--- src/rtl/pipelined_addsub.sv ---
// Pipelined N-bit adder/subtractor: one SEG_W-bit carry segment per stage,
// valid/ready flow control on both ends, signed-overflow flag.
//
// Ports:
//   clk, rst_n           clock, asynchronous active-low reset
//   in_valid, in_ready   input handshake (in_ready = ~out_valid | out_ready)
//   a, b, c_in, sub      operands; sub=1 computes a-b-c_in
//   out_valid, out_ready output handshake
//   sum, c_out, ovf      result, raw carry out, signed overflow
module pipelined_addsub #(
    parameter int N     = 32,
    parameter int SEG_W = 8
) (
    input  logic         clk,
    input  logic         rst_n,
    input  logic         in_valid,
    output logic         in_ready,
    input  logic [N-1:0] a,
    input  logic [N-1:0] b,
    input  logic         c_in,
    input  logic         sub,
    output logic         out_valid,
    input  logic         out_ready,
    output logic [N-1:0] sum,
    output logic         c_out,
    output logic         ovf
);

    localparam int STAGES = N / SEG_W;

    logic         adv;
    logic [N-1:0] bb;
    logic         cin0;

    assign bb       = sub ? ~b : b;
    assign cin0     = sub ? ~c_in : c_in;
    assign adv      = ~out_valid | out_ready;
    assign in_ready = adv;

    // Stage k consumes the low segment of the operand bits it receives,
    // forwards the remaining upper bits and appends its result segment
    // above the lower result bits it received.
    for (genvar k = 0; k < STAGES; k++) begin : stg
        localparam int LO = k * SEG_W;
        localparam int UW = N - LO;
        localparam int SW = LO + SEG_W;

        logic          v_d;
        logic          c_d;
        logic [UW-1:0] a_d;
        logic [UW-1:0] b_d;
        logic [SEG_W:0] seg;
        logic [SW-1:0] s_n;
        logic          v_q;
        logic          c_q;
        logic [SW-1:0] s_q;

        if (k == 0) begin : src
            assign v_d = in_valid;
            assign c_d = cin0;
            assign a_d = a;
            assign b_d = bb;
            assign s_n = seg[SEG_W-1:0];
        end else begin : src
            assign v_d = stg[k-1].v_q;
            assign c_d = stg[k-1].c_q;
            assign a_d = stg[k-1].skew.a_q;
            assign b_d = stg[k-1].skew.b_q;
            assign s_n = {seg[SEG_W-1:0], stg[k-1].s_q};
        end

        assign seg = {1'b0, a_d[SEG_W-1:0]}
                   + {1'b0, b_d[SEG_W-1:0]}
                   + {{SEG_W{1'b0}}, c_d};

        // Bubbles carry all-zero data so an idle output reads as zero.
        always_ff @(posedge clk or negedge rst_n) begin
            if (!rst_n) begin
                v_q <= 1'b0;
                c_q <= 1'b0;
                s_q <= '0;
            end else if (adv) begin
                v_q <= v_d;
                c_q <= v_d & seg[SEG_W];
                s_q <= v_d ? s_n : '0;
            end
        end

        if (k < STAGES - 1) begin : skew
            logic [UW-SEG_W-1:0] a_q;
            logic [UW-SEG_W-1:0] b_q;

            always_ff @(posedge clk or negedge rst_n) begin
                if (!rst_n) begin
                    a_q <= '0;
                    b_q <= '0;
                end else if (adv) begin
                    a_q <= v_d ? a_d[UW-1:SEG_W] : '0;
                    b_q <= v_d ? b_d[UW-1:SEG_W] : '0;
                end
            end
        end else begin : fin
            logic ovf_d;
            logic ovf_q;

            // Operand sign bits arrive with the top segment.
            assign ovf_d = (a_d[UW-1] == b_d[UW-1])
                        && (s_n[SW-1] != a_d[UW-1]);

            always_ff @(posedge clk or negedge rst_n) begin
                if (!rst_n) begin
                    ovf_q <= 1'b0;
                end else if (adv) begin
                    ovf_q <= v_d & ovf_d;
                end
            end
        end
    end

    assign out_valid = stg[STAGES-1].v_q;
    assign sum       = stg[STAGES-1].s_q;
    assign c_out     = stg[STAGES-1].c_q;
    assign ovf       = stg[STAGES-1].fin.ovf_q;

endmodule

--- config.mk ---
export PLATFORM = sky130hd
export DESIGN_NAME = pipelined_addsub
export DESIGN_NICKNAME = d
export VERILOG_FILES = /design/src/rtl/pipelined_addsub.sv
export SDC_FILE = /design/constraint.sdc
export NUM_CORES = 1
export LEC_CHECK = 0
export CORE_MARGIN = 2
export CORE_UTILIZATION = 56
export CTS_BUF_LIST = sky130_fd_sc_hd__clkbuf_16
export DETAILED_ROUTE_END_ITERATION = 10
export GPL_TIMING_DRIVEN = 0
export PLACE_DENSITY = 0.8
export SLEW_MARGIN = 10
export SYNTH_ARGS = -nofsm -noshare
export SYNTH_HDL_FRONTEND = slang
export SYNTH_SLANG_ARGS = --single-unit
export TNS_END_PERCENT = 20
--- constraint.sdc ---
create_clock -name clk -period 2.89 [get_ports clk]
set_input_delay 0.4335 -clock clk [delete_from_list [all_inputs] [get_ports clk]]
set_output_delay 0.4335 -clock clk [all_outputs]
set_load 0.05 [all_outputs]
==> results_dict.tcl <==
set metrics [dict create \
    synth_common_cells "nand2_1, dfrtp_1, nand3_1" \
    total_power_mw 8.48 \
    post_drt_wl_per_cell_um 16.5 \
    worst-path-buf-inv 6 \
    worst_setup_path_start_kind "primary input" \
    nFillCells 1181 \
    syn2layout_area_growth_pct 22.4 \
    fin_crit_sh 0.922 \
    placed_cells 1220 \
    clock_latency_ns 0.43 \
    synth-edff-count 0 \
    cp_top_family "buffers and inverters" \
    path_common_cell "buf_2" \
    cts_made_buffers 17 \
    initial_utilization 0.571 \
    wl_mm 20.6 \
    setup_viol 0 \
    viasPerCell 5.58 \
    status "complete, no violations" \
    slew_violations 0 \
    die_w_um 128 \
    chipHeight_um 128 \
    final_util 0.699 \
    ys_seq_area_frac 0.537 \
    path_cells "clkdlybuf4s50_1, nor2b_1, buf_2, inv_2, buf_2, buf_2, clkbuf_2" \
    antenna_found_initial 0 \
    path_class "primary input to primary output" \
    fin_crit_ns 2.67 \
    finalNonFillerCells 1252 \
    synth_most_common_cell "nand2_1" \
    tightest_slew_ns 0.726 \
    avgSynthCellArea_sq_um 9.30 \
    power.leakage_nw 5.19 \
    cts.clk_slew.worst_paths_ns 0.06 \
    ys_types 38 \
    synthFlopType "dfrtp_1" \
    async_reset_ff_frac 1.00 \
    hp-class "primary input to asynchronous set/reset pin" \
    synth_area_leaders "dfrtp_1, nand2_1, nand3_1" \
    die_area_sq_mm 0.0164 \
    grt_overflow_total 0 \
    final_layout_size_suffix_gt1_frac 0.0545 \
    cts_setup_buffers 0 \
    ff_latch_area_sq_mm 0.00463 \
    ys_seq_elements 185 \
    relSlewSlack 0.516 \
    grt_pass1_wl_mm 33.8 \
    grtUsageTotal 0.268 \
    vias 6990 \
    grt_max_degree 115 \
    dp_slack_ns -0.280 \
    cts.path.max_buffers 2 \
    synth_cells 926 \
    cp_max_fo 10 \
    crit_path_end_kind "primary output" \
    yosysWarnings 0 \
    cts_tree "done" \
    synth_area_sq_mm 0.00862 \
    dr.pass1.iters 5 \
    synth_top_area_share 0.537 \
    max_clock_freq_ghz 0.375 \
    yosys.area.top_type "dfrtp_1" \
    rsz0062_at_grt "false" \
    globalplace.congestion 0.948 \
    hold_violations 0 \
    cpMaxStageDelayCell "clkdlybuf4s50_1" \
    hpwl_mm 15.0 \
    drv_cap 0 \
    core.rowCount 45 \
    ant_nets 0 \
    grt_pass1_vias 6596 \
    core_sq_mm 0.0151 \
    crit_required_ns 2.46 \
    setup_ws_ns 0.225 \
    synthesis.nets 1032 \
    multiInputGateArea_sq_mm 0.00369 \
    ir_worst_vdd_uv 487 \
    skew_ns 0.00770 \
    port_buffers 104 \
    diodes 0 \
    power_density_mw_per_mm2 804 \
    dr.first_iter.drc_count 515 \
    cts.sinks 185 \
    nNetsFinal 1158 \
    drc 0 \
    io-pin-count 106 \
    crit_arrival_ns 2.23 \
    cts-htree-levels 4 \
    max_stage_delay_ns 0.50 \
    cts-root-buf "clkbuf_16" \
]
-- sequential cells by signal (all words and copies together), names as in the netlist --
name	count
ovf	1
stg.skew.b_q	48
stg.skew.a_q	48
sum	32
stg.s_q	48
stg.v_q	3
c_out	1
out_valid	1
stg.c_q	3
-- routing by layer --
metal,up-vias,GRT usage,wire length [um]
met1,3358,0.375,9230
met2,227,0.429,9870
met3,36,0.0430,1050
met4,0,0.0983,467
met5,-,0,0
li1,3369,-,-
-- report_power, final --
group | total (mW) | internal [mW] | switching, mW
Combinational | 2.62 | 0.864 | 1.75
Clock | 2.32 | 1.34 | 0.973
Sequential | 3.55 | 3.16 | 0.384
Total | 8.48 | 5.37 | 3.11
-- logic make-up (layout without fill, tap and decap cells) --
family          after synthesis  in the layout  share of synthesized area
buf+inv                      73            211                     0.0347
flops                       185            185                      0.537
simple gates                455            455                      0.223
compound gates              132            132                     0.0999
fa+ha+maj                    36             36                     0.0593
xor+xnor                     45             45                     0.0457
-- worst paths after layout --
kind / cells past startpoint / endpoint / startpoint / slack [ns]
max in group asynchronous: 4 / stg[2].s_q[18] / rst_n / 1.48
min reg2reg: 2 / sum[7] / sum[7] / 0.47
max: 7 / in_ready / out_ready / 0.22
min: 2 / stg[0].skew.b_q[23] / rst_n / 0.38
min in group clk: 3 / stg[0].skew.b_q[23] / sub / 0.45
max reg2reg: 7 / stg[2].s_q[20] / stg[1].c_q / 0.65
-- what timing repair did --
action	4_1_cts	5_1_grt
resized for setup	1	3
hold buffers	1	0
hold endpoints to repair	6	0
setup endpoints to repair	1	2
-- layout make-up --
cell class | instances | area share
Buffer | 58 | 0.0233
Clock inverter | 14 | 0.0148
Tap cell | 188 | 0.0223
Inverter | 15 | 0.00534
Sequential cell | 185 | 0.439
Clock buffer | 17 | 0.0404
Timing Repair Buffer | 107 | 0.105
Multi-Input combinational cell | 668 | 0.350
-- metrics by stage --
stage / setup TNS, ns / hold slack (ns) / area [sq um]
after floorplan: 0 / 0.138 / 8620
after global routing: 0 / 0.374 / 10500
after CTS: 0 / 0.360 / 10500
after global placement: -1108.44 / 0.449 / 9890
final: 0 / 0.380 / 10500
after detailed placement: -0.630 / 0.231 / 9950
-- cell usage in the layout, fill, tap and decap left out, drive strengths merged, types with 2 or more instances in the layout --
cell type      instances
nor2                  10
xnor2                 26
nand2                292
nand2b                 6
clkdlybuf4s50        102
clkbuf                51
dfrtp                185
nor3                  10
o41ai                  4
inv                   16
o21bai                 6
o21a                   7
xor2                  19
buf                   28
o31ai                 12
o211ai                 2
o21ai                 57
a2111oi                2
a21oi                 13
o31a                   2
ha                    28
clkinvlp               3
a32o                   3
a21o                   7
a211o                  2
nand3                129
and3                   2
nor2b                  4
clkinv                 7
a211oi                10
fa                     8
bufinv                 3
(Power assumes the default switching activity.)
